$ cat src/rtl/nrisc_multiciclo.sv
`timescale 1ns/1ps
// nrisc_multiciclo: multi-cycle 8-bit-ISA core with req/ack instruction and data ports.
// Optional performance counters are built only when NRISC_PERF_EN is defined.
module nrisc_multiciclo #(
  parameter int DATA_W   = 8,
  parameter int ADDR_W   = 8,
  parameter int RESET_PC = 0
) (
  input  logic              Clock,
  input  logic              reset,
  output logic              imem_req,
  output logic [ADDR_W-1:0] imem_addr,
  input  logic [7:0]        imem_rdata,
  input  logic              imem_ack,
  output logic              dmem_req,
  output logic              dmem_we,
  output logic [ADDR_W-1:0] dmem_addr,
  output logic [DATA_W-1:0] dmem_wdata,
  input  logic [DATA_W-1:0] dmem_rdata,
  input  logic              dmem_ack,
  output logic [ADDR_W-1:0] pc_out,
  output logic              retire
`ifdef NRISC_PERF_EN
  ,
  output logic [31:0]       cycle_count,
  output logic [31:0]       instr_count
`endif
);

  typedef enum logic [1:0] {FETCH = 2'd0, EXEC = 2'd1, MEM = 2'd2, WB = 2'd3} state_t;

  localparam logic [2:0] OP_ADD  = 3'b000;
  localparam logic [2:0] OP_SUB  = 3'b001;
  localparam logic [2:0] OP_AND  = 3'b010;
  localparam logic [2:0] OP_ADDI = 3'b011;
  localparam logic [2:0] OP_LD   = 3'b100;
  localparam logic [2:0] OP_ST   = 3'b101;
  localparam logic [2:0] OP_BEQZ = 3'b110;
  localparam logic [2:0] OP_J    = 3'b111;
  localparam logic [ADDR_W-1:0] PC_ONE  = ADDR_W'(1);
  localparam logic [ADDR_W-1:0] PC_INIT = ADDR_W'(RESET_PC);
  localparam int RB_IDX_W = (DATA_W > 1) ? $clog2(DATA_W) : 1;

  function automatic logic [ADDR_W-1:0] sext_addr(input logic [4:0] v, input int w);
    logic [2:0] idx;
    for (int i = 0; i < ADDR_W; i++) begin
      idx = (i < w) ? 3'(i) : 3'(w - 1);
      sext_addr[i] = v[idx];
    end
  endfunction

  function automatic logic [DATA_W-1:0] sext_data(input logic [2:0] v);
    logic [1:0] idx;
    for (int i = 0; i < DATA_W; i++) begin
      idx = (i < 3) ? 2'(i) : 2'd2;
      sext_data[i] = v[idx];
    end
  endfunction

  // Register value used as an address: truncate or zero-extend to ADDR_W.
  function automatic logic [ADDR_W-1:0] to_addr(input logic [DATA_W-1:0] v);
    logic [RB_IDX_W-1:0] idx;
    for (int i = 0; i < ADDR_W; i++) begin
      idx = (i < DATA_W) ? RB_IDX_W'(i) : '0;
      to_addr[i] = (i < DATA_W) ? v[idx] : 1'b0;
    end
  endfunction

  state_t            state, next_state;
  logic [7:0]        ir;
  logic [ADDR_W-1:0] pc;
  logic [DATA_W-1:0] regs [4];
  logic [DATA_W-1:0] result;
  logic [DATA_W-1:0] alu;
  logic [2:0]        op;
  logic [1:0]        ra_idx, rb_idx;
  logic [DATA_W-1:0] ra_val, rb_val;

  assign op     = ir[7:5];
  assign ra_idx = ir[4:3];
  assign rb_idx = ir[2:1];
  assign ra_val = regs[ra_idx];
  assign rb_val = regs[rb_idx];

  assign imem_req   = (state == FETCH) && !reset;
  assign imem_addr  = pc;
  assign pc_out     = pc;
  assign dmem_req   = (state == MEM);
  assign dmem_we    = (state == MEM) && (op == OP_ST);
  assign dmem_addr  = to_addr(rb_val);
  assign dmem_wdata = ra_val;

  // ALU result for the register-writing opcodes.
  always_comb begin
    alu = ra_val;
    case (op)
      OP_ADD:  alu = ra_val + rb_val;
      OP_SUB:  alu = ra_val - rb_val;
      OP_AND:  alu = ra_val & rb_val;
      OP_ADDI: alu = ra_val + sext_data(ir[2:0]);
      default: alu = ra_val;
    endcase
  end

  // State register.
  always_ff @(posedge Clock) begin
    if (reset) state <= FETCH;
    else       state <= next_state;
  end

  // Next-state and retire decode.
  always_comb begin
    next_state = state;
    retire     = 1'b0;
    case (state)
      FETCH: begin
        if (imem_ack) next_state = EXEC;
        else          next_state = FETCH;
      end
      EXEC: begin
        case (op)
          OP_LD, OP_ST:  next_state = MEM;
          OP_BEQZ, OP_J: begin
            next_state = FETCH;
            retire     = 1'b1;
          end
          default:       next_state = WB;
        endcase
      end
      MEM: begin
        if (dmem_ack) begin
          next_state = (op == OP_ST) ? FETCH : WB;
          retire     = (op == OP_ST);
        end else begin
          next_state = MEM;
        end
      end
      WB: begin
        next_state = FETCH;
        retire     = 1'b1;
      end
      default: next_state = FETCH;
    endcase
  end

  // Datapath: IR, PC, result latch and register file.
  always_ff @(posedge Clock) begin
    if (reset) begin
      pc     <= PC_INIT;
      ir     <= 8'h00;
      result <= '0;
      for (int i = 0; i < 4; i++) regs[i] <= '0;
    end else begin
      case (state)
        FETCH: begin
          if (imem_ack) begin
            ir <= imem_rdata;
            pc <= pc + PC_ONE;
          end
        end
        EXEC: begin
          result <= alu;
          // PC already points past this instruction, so offsets add directly.
          if (op == OP_BEQZ && ra_val == '0) pc <= pc + sext_addr({2'b00, ir[2:0]}, 3);
          else if (op == OP_J)               pc <= pc + sext_addr(ir[4:0], 5);
        end
        MEM: begin
          if (dmem_ack && op == OP_LD) result <= dmem_rdata;
        end
        WB: regs[ra_idx] <= result;
        default: ;
      endcase
    end
  end

`ifdef NRISC_PERF_EN
  // Saturating cycle and retired-instruction counters.
  always_ff @(posedge Clock) begin
    if (reset) begin
      cycle_count <= 32'd0;
      instr_count <= 32'd0;
    end else begin
      if (cycle_count != 32'hFFFF_FFFF)           cycle_count <= cycle_count + 32'd1;
      if (retire && instr_count != 32'hFFFF_FFFF) instr_count <= instr_count + 32'd1;
    end
  end
`endif

endmodule

$ cat config.mk
export PLATFORM = sky130hd
export DESIGN_NAME = nrisc_multiciclo
export DESIGN_NICKNAME = d
export VERILOG_FILES = /design/src/rtl/nrisc_multiciclo.sv
export SDC_FILE = /design/constraint.sdc
export NUM_CORES = 1
export LEC_CHECK = 0
export ABC_CLOCK_PERIOD_IN_PS = 3700
export BUFFER_PORTS_ARGS = -buffer_cell sky130_fd_sc_hd__buf_2
export CORE_MARGIN = 2
export CORE_UTILIZATION = 50
export CTS_CLUSTER_SIZE = 25
export DETAILED_ROUTE_END_ITERATION = 8
export GPL_ROUTABILITY_DRIVEN = 0
export PLACE_DENSITY = 0.71
export SETUP_SLACK_MARGIN = 0.2
export SYNTH_ARGS = -nofsm -noshare
export SYNTH_HDL_FRONTEND = slang
export SYNTH_SLANG_ARGS = --single-unit
$ cat constraint.sdc
create_clock -name Clock -period 3.7 [get_ports Clock]
set_input_delay 0.185 -clock Clock [delete_from_list [all_inputs] [get_ports Clock]]
set_output_delay 0.185 -clock Clock [all_outputs]
set_load 0.01 [all_outputs]
==> run summary, run 1 <==
Once detail routing completed, the nets flagged for antenna violations numbered 0. The post-placement setup slack was 0.0942 ns. The worst setup path is of the reg -> reg kind. The cell type with the highest aggregate area in the netlist is edfxtp_1. The launching element type of the critical path is a flop.

The combinational share of power was 0.281. The root buffer cell chosen for the clock tree is clkbuf_8. The first detailed-routing pass ran for 5 iterations.

For the H-tree depth, the log shows 3. The proportion of synthesized flip-flops having asynchronous set or reset was 0; the half-perimeter wire length after detailed placement was 7050 µm. The total of buffers placed on input and output ports is 55. The worst-case IR drop observed on VDD is 0.205 mV.

The number of vias after detailed routing is 3207. In the routed layout, each cell is associated on average with a via count of 5.70. For the total global routing track utilization, the log shows 0.232. Counting along the longest clock path gives a buffer depth of 2. Starting DRC count in detailed routing: 240. The number of synthesized flops with an enable pin is 32.

Leaving out fill and tap cells, the most frequent cells in the layout are buf_2 (55), nor2_1 (44), nand2_1 (37). The share of the yosys chip area belonging to registers was 0.398. After synthesis the netlist holds a flip-flop and latch count of 62. The maximum clock frequency was 302 MHz; the area used by multi-input combinational logic was 2150 µm². Summed over all failing endpoints, the final setup total negative slack is 0 ns. The initialized floorplan defines 32 standard-cell rows. In the final layout, flip-flops and latches occupy 1570 µm². TritonCTS built the clock tree. The run gives 0.527 as the worst relative slew slack. The tools report the core region area as 7650 µm².

The setup slack of the worst register-to-register path is 0.38 ns. The leakage power total is 1.90 nW, and the number of buffers inserted by hold repair at cts is 0. After synthesis the cells add up to 3930 µm². The power per cell area works out to 439 nW/µm². The die outline height is 92.6 µm, and the number of buffers added by the clock tree synthesis step is 9. The clock group share of total power was 0.300; the insertion delay of the later-clocked pin in the worst-skew pair was 0.35 ns. The switching part of the total was 0.324; the number of distinct library cells after synthesis was 55. Sorting the synthesized cells by area gives the leading types as edfxtp_1 (24%), dfxtp_1 (15%), mux4_2 (6.3%). The worst path required time came out at 3.99 ns. Synthesis handed over a netlist of 397 instances. The repair_antennas step left the layout with diodes totalling 0. The number of nets in the synthesized netlist is 434.

Post-route clock skew: 0.0110 ns. The run finished with clean final reports. Max-cap violations in this run came to 0.

The area of the die came out at 8570 µm². Fill cells in the final layout number 674. Compared with the post-synthesis result, the final layout area differs by 15.4%.

The transition time at the pin with the least slew margin was 0.709 ns. From left edge to right edge, the die measures 92.6 µm. During synthesis, Yosys emitted a total of 0 warnings. The net count of the finished layout is 493. Averaged over all synthesized cells, the footprint is 9.89 µm².

Entering global routing, the biggest net connects 37 pins. Setup violations remaining at the end of the flow were counted as 0. The class of the tightest hold or removal check is in -> reg. Setup repair after global routing left no endpoint under its margin.

Post-route minimum period: 3.32 ns. For the via count of the first global-routing pass, the log shows 3012. The detailed-route wire length per cell came out at 17.1 µm. The layout cell share with drive strength beyond 1 works out to 0.265.

Clock-pin slew was measured on the worst setup and hold paths at 0.07 ns. The total grt overflow was 0; the final number of max-transition violations was 0. The number of hold violations in the final report is 0. The most frequent standard cell in the layout excluding fill and tap cells was buf_2. The wire length of the first global-routing pass was 15200 µm. Starting utilization of the core area: 0.513. During I/O placement, the number of pins put on the boundary was 56. Share of the synthesized area in the top cell type: 0.245. The internal portion of the total power is 1.34 mW. Least setup slack across all paths after layout: 0.384 ns. The total DRC errors in the routed layout was 0; the switching component of the power was 643 µW.

The post-route clock period utilization is 0.896, and the total number of clock tree sinks is 62. The capturing element type of the critical path was a flop. The maximum fanout encountered on the critical timing path is 5. For the worst setup path, the data arrival time is 3.60 ns. The power share of the sequential group is 0.419, and the number of antenna violations at the first check in global routing is 0.

Wires add up to 9610 µm. For this run, the leading register cell type out of synthesis is edfxtp_1.
==> cell usage after synthesis (2+ instances only) <==
library cell	instances
a211oi_1	4
a21boi_0	2
a21o_1	4
a21oi_1	28
a311oi_1	4
and2_1	33
and3_1	2
buf_2	2
buf_4	10
clkbuf_1	9
clkbuf_8	5
dfxtp_1	30
edfxtp_1	32
fa_1	2
ha_1	15
inv_1	16
mux2i_1	11
mux4_1	3
mux4_2	11
mux4_4	2
nand2_1	37
nand2b_1	3
nand3_1	3
nand3b_1	2
nor2_1	44
nor2b_1	2
nor3_1	11
nor4_1	3
nor4b_1	2
o211ai_1	6
o21ai_0	20
o22ai_1	2
o311a_1	2
o41ai_1	2
or2_2	4
or3_1	2
xnor2_1	8
xor2_1	2
==> per-stage QoR <==
step	area (µm²)	util	hold slack [ns]	std cells	power, mW
6_report	4530	0.592	0.0692	563	1.99
4_1_cts	4420	0.578	0.0627	554	1.96
5_1_grt	4530	0.592	0.0875	563	2.08
3_5_place_dp	4210	0.551	0.437	537	1.37
2_1_floorplan	3930	-	0.318	397	1.23
3_3_place_gp	4210	0.551	0.429	537	1.36
==> timing repair <==
item,4_1_cts,5_1_grt
gates resized for setup,2,14
endpoints found under the hold margin,0,0
setup endpoints to repair,2,6
pin swaps,1,10
setup buffers,1,9
gates cloned,0,0
==> area by class of cell <==
| cell class | instances | area share |
|---|---|---|
| Sequential cell | 62 | 0.347 |
| Clock buffer | 12 | 0.0321 |
| Inverter | 16 | 0.0133 |
| Tap cell | 102 | 0.0282 |
| Clock inverter | 4 | 0.0102 |
| Multi-Input combinational cell | 292 | 0.474 |
| Timing Repair Buffer | 75 | 0.0948 |
==> worst paths after layout <==
check	from	end	cells past startpoint
setup reg to reg	flop	result[5]$_SDFFE_PP0P_	12
hold reg to reg	ir[0]$_SDFFE_PP0P_	ir[0]$_SDFFE_PP0P_	2
hold / removal	imem_rdata[7]	ir[7]$_SDFFE_PP0P_	3
setup / recovery	flop	result[5]$_SDFFE_PP0P_	12
==> cell families (layout without fill, tap and decap cells) <==
logic type                 after synthesis  after routing  share of synthesized area
and+or+nand+nor                        155            155                      0.198
muxes                                   28             28                      0.127
AOI/OAI and AO/OA                       82             82                      0.131
adders and majority gates               17             17                     0.0580
buffers and inverters                   43            107                     0.0660
xor gates and xnor gates                10             10                     0.0223
DFF                                     62             62                      0.398
==> flip-flops by register name (all words and copies together) (netlist names), named ones only <==
signal / flops
ir: 8
regs: 32
state: 2
imem_addr: 8
result: 8
==> metal layers <==
| metal | track usage | vias up | part of all wire |
|---|---|---|---|
| li1 | - | 1551 | - |
| met2 | 0.351 | 106 | 0.46 |
| met3 | 0.0415 | 14 | 0.060 |
| met4 | 0.0858 | 0 | 0.017 |
| met5 | 0 | - | 0 |
| met1 | 0.334 | 1536 | 0.46 |
==> worst max-delay path: stages, from the launching register on <==
cell and delay (ns):
dfxtp_4 0.39, buf_4 0.16, mux4_2 0.56, or4_4 0.46
a21oi_1 0.15, nor2_1 0.07, ha_1 0.32, o21ai_0 0.30
o21bai_1 0.12, xor2_1 0.15, a21oi_1 0.08, or3_1 0.37
a21oi_1 0.13
==> power groups by stage <==
stage | logic (mW) | clock network, mW | registers (mW)
after floorplan | 0.411 | 0 | 0.817
after global placement | 0.514 | 0 | 0.843
after detailed placement | 0.523 | 0 | 0.845
after CTS | 0.526 | 0.604 | 0.831
after global routing | 0.614 | 0.629 | 0.840
final | 0.557 | 0.597 | 0.832
Note: power is estimated with default switching activity, not from simulation.
==> inputs of run 2 (changes only) <==
==> constraint.sdc (replaced) <==
create_clock -name Clock -period 3.7 [get_ports Clock]
set_input_delay 0.74 -clock Clock [delete_from_list [all_inputs] [get_ports Clock]]
set_output_delay 0.74 -clock Clock [all_outputs]
set_load 0.01 [all_outputs]
==> run 2 against run 1 <==
Worst setup slack gained 0.032 ns. Worst hold slack better by 0.44 ns. Non-clock buffer count decreased by 5. Clock skew rose by 0.0042 ns. Critical endpoint is now imem_addr[7]$_SDFFE_PP0P_. Wire length down 3.9%. Highest routed layer unchanged. Final cell count shrank 0.89%.
==> run summary, run 2 (same netlist as run 1, synthesis figures left out) <==
The flow ran to the end, and the final reports show no timing, DRC or antenna violations. The tools report the number of hold violations in the final report as 0 (unchanged). The slowest cell on the critical path is mux4_2. The half-perimeter wire length after detailed placement was 7030 µm (-0.20%); the post-route minimum period was 3.28 ns (-0.0315 ns). The tools report the length of the first detailed-routing pass in iterations as 5 (unchanged). The area added between synthesis and finish works out to 13.5%. The tools report the setup TNS as 0 ns (unchanged).

On the critical path the largest part of the delay comes from multiplexers. TritonCTS built the clock tree. The final number of max-transition violations was 0 (unchanged). The layout cell share with drive strength beyond 1 is 0.248 (-0.0168), and the H-tree depth is 3 (unchanged). The logs give 8570 µm² (unchanged) for the area of the die and 56 (unchanged) for the top-level I/O count. The number of buffer and inverter instances along the worst setup path is 3 (+2), and the detailed-route wire length per cell is 16.6 µm (-3.0%).

The starting DRC count in detailed routing was 202 (-16%). The leakage power total came out at 1.86 nW (-2.1%). The insertion delay of the later-clocked pin in the worst-skew pair is 0.34 ns (about the same).

The total global routing track utilization is 0.228 (-0.00351), and the die outline height is 92.6 µm (unchanged). The horizontal die dimension is 92.6 µm (unchanged), and the maximum clock frequency is 304 MHz (+0.96%). The wire length of the first global-routing pass was 15200 µm (about the same). The register with the most flip-flops in the final layout is regs.

The logs give 0 (unchanged) for the number of buffers inserted by hold repair at cts and 3175 (-1.0%) for the number of vias after detailed routing. The tools report the capturing element type of the critical path as a flop. The total grt overflow was 0 (unchanged); the worst voltage drop across the vdd grid was 0.176 mV (-14%). For the worst path required time, the log shows 3.89 ns (-0.10 ns). The core region area was 7650 µm² (unchanged). The post-route clock skew was 0.0152 ns (+0.00418 ns). The category of the most critical setup path was reg -> reg. The tools report the total DRC errors in the routed layout as 0 (unchanged). Transition time at the pin with the least slew margin: 1.08 ns (+0.376 ns).

The number of buffers added by the clock tree synthesis step was 9 (unchanged); the site row count was 32 (unchanged). The power per cell area works out to 437 nW/µm² (-0.35%). Clock slew at the register clock pins of the worst setup and hold paths: 0.07 ns (about the same).

The flip-flop count of the largest register, all copies and words added was 32 (unchanged). The maximum fanout encountered on the critical timing path works out to 5 (unchanged). The logs give 488 (-1.0%) for the number of nets in the layout and 2 (unchanged) for the maximum number of buffers from clock root to sink. The tools report the via count of the first global-routing pass as 3096 (+2.8%). The tools report the setup slack of the worst register-to-register path as 0.42 ns (+0.03 ns).

Setup repair after global routing could not meet its margin everywhere. The post-route clock period utilization was 0.888 (-0.00851); the total of buffers placed on input and output ports was 55 (unchanged). The cell that appears most often on the critical path is buf_4.

The detailed-route vias per instance was 5.69 (-0.11%); the critical path arrival was 3.47 ns (-0.13 ns). Number of antenna violations at the first check in global routing: 0 (unchanged). The run gives 0 (unchanged) as the number of max-cap violations. The tools report the antenna violation net count after detailed routing as 0 (unchanged). The logs give 0 (unchanged) for the number of antenna cells inserted and 0.513 (unchanged) for the starting utilization of the core area. The worst relative slew slack was 0.267 (-0.261); the largest incremental delay on the critical path was 0.60 ns (+0.04 ns). The critical path goes through buf_4 -> mux4_2 -> nor4_1 -> nand3_1 -> buf_4 -> mux2i_1 -> buf_4 -> ha_1 -> nor3_1 -> nor2_1 -> o41ai_2 -> xnor2_1 -> a21o_1 -> a21oi_1.

The tools report the maximum number of pins on one net before global-route repair as 37 (unchanged). Leaving out fill and tap cells, the most frequent cells in the layout are buf_2 (55), nor2_1 (44), nand2_1 (37). Root buffer selected by CTS: clkbuf_8.

The total number of clock tree sinks was 62 (unchanged); the detailed-route wire length was 9240 µm (-3.9%). The final number of setup-violating endpoints is 0 (unchanged). The class of the tightest hold or removal check was reg -> reg. Leaving out fill and tap cells, the most frequent cell in the layout is buf_2. The tools report the share of the core filled with cells as 0.583 (-0.00933). The worst setup path is launched from a flop.
[run 2: final timing paths]
check | endpoint | start | cells past startpoint
hold / removal | imem_addr[6]$_SDFFE_PP0P_ | imem_addr[6]$_SDFFE_PP0P_ | 2
setup reg to reg | imem_addr[7]$_SDFFE_PP0P_ | flop | 14
setup / recovery | imem_addr[7]$_SDFFE_PP0P_ | flop | 14
hold reg to reg | imem_addr[6]$_SDFFE_PP0P_ | imem_addr[6]$_SDFFE_PP0P_ | 2
[run 2: area by class of cell]
class                           instances  area, µm²
Clock buffer                            9        124
Clock inverter                          7       65.1
Fill cell                             660       3190
Sequential cell                        62       1570
Timing Repair Buffer                   70        388
Inverter                               16       60.1
Multi-Input combinational cell        292       2120
Tap cell                              102        128
[run 2: worst register-to-register path: cells and delay by family, from the launching register on]
| family | cells | cell delay (ns) |
|---|---|---|
| buffers and inverters | 3 | 0.53 |
| XOR/XNOR | 1 | 0.19 |
| AND/OR/NAND/NOR | 4 | 0.69 |
| flip-flops | 1 | 0.39 |
| multiplexers | 2 | 0.79 |
| adder cells (fa/ha/maj) | 1 | 0.26 |
| AO/OA/AOI/OAI | 3 | 0.28 |
[run 2: routing by layer]
layer	global-route usage	up-vias	wire, µm	part of all wire
met1	0.315	1505	4200	0.45
met3	0.0472	14	577	0.062
met2	0.364	115	4320	0.47
li1	-	1541	-	-
met4	0.0697	0	140	0.015
met5	0	-	0	0
[run 2: power by group]
part	leakage (nW)	switching, mW	internal, mW	total [mW]
clock	0.0863	0.273	0.305	0.578
sequential	0.577	0.0609	0.771	0.832
combinational	1.19	0.303	0.235	0.538
[run 2: timing repair]
item,4_1_cts,5_1_grt
buffers inserted,2,3
pin swaps,1,4
cloned,0,0
gates resized for setup,1,7
endpoints found under the setup margin,2,4
[run 2: through the flow]
stage	instance area (µm²)	worst slack [ns]	total power, mW	hold slack, ns	instances
floorplan	3930	0.553	1.23	0.442	397
global placement	4210	0.279	1.36	0.483	537
detailed placement	4210	0.220	1.37	0.499	537
CTS	4420	0.253	1.94	0.513	555
global route	4460	0.193	2.05	0.555	558
finish	4460	0.415	1.95	0.509	558
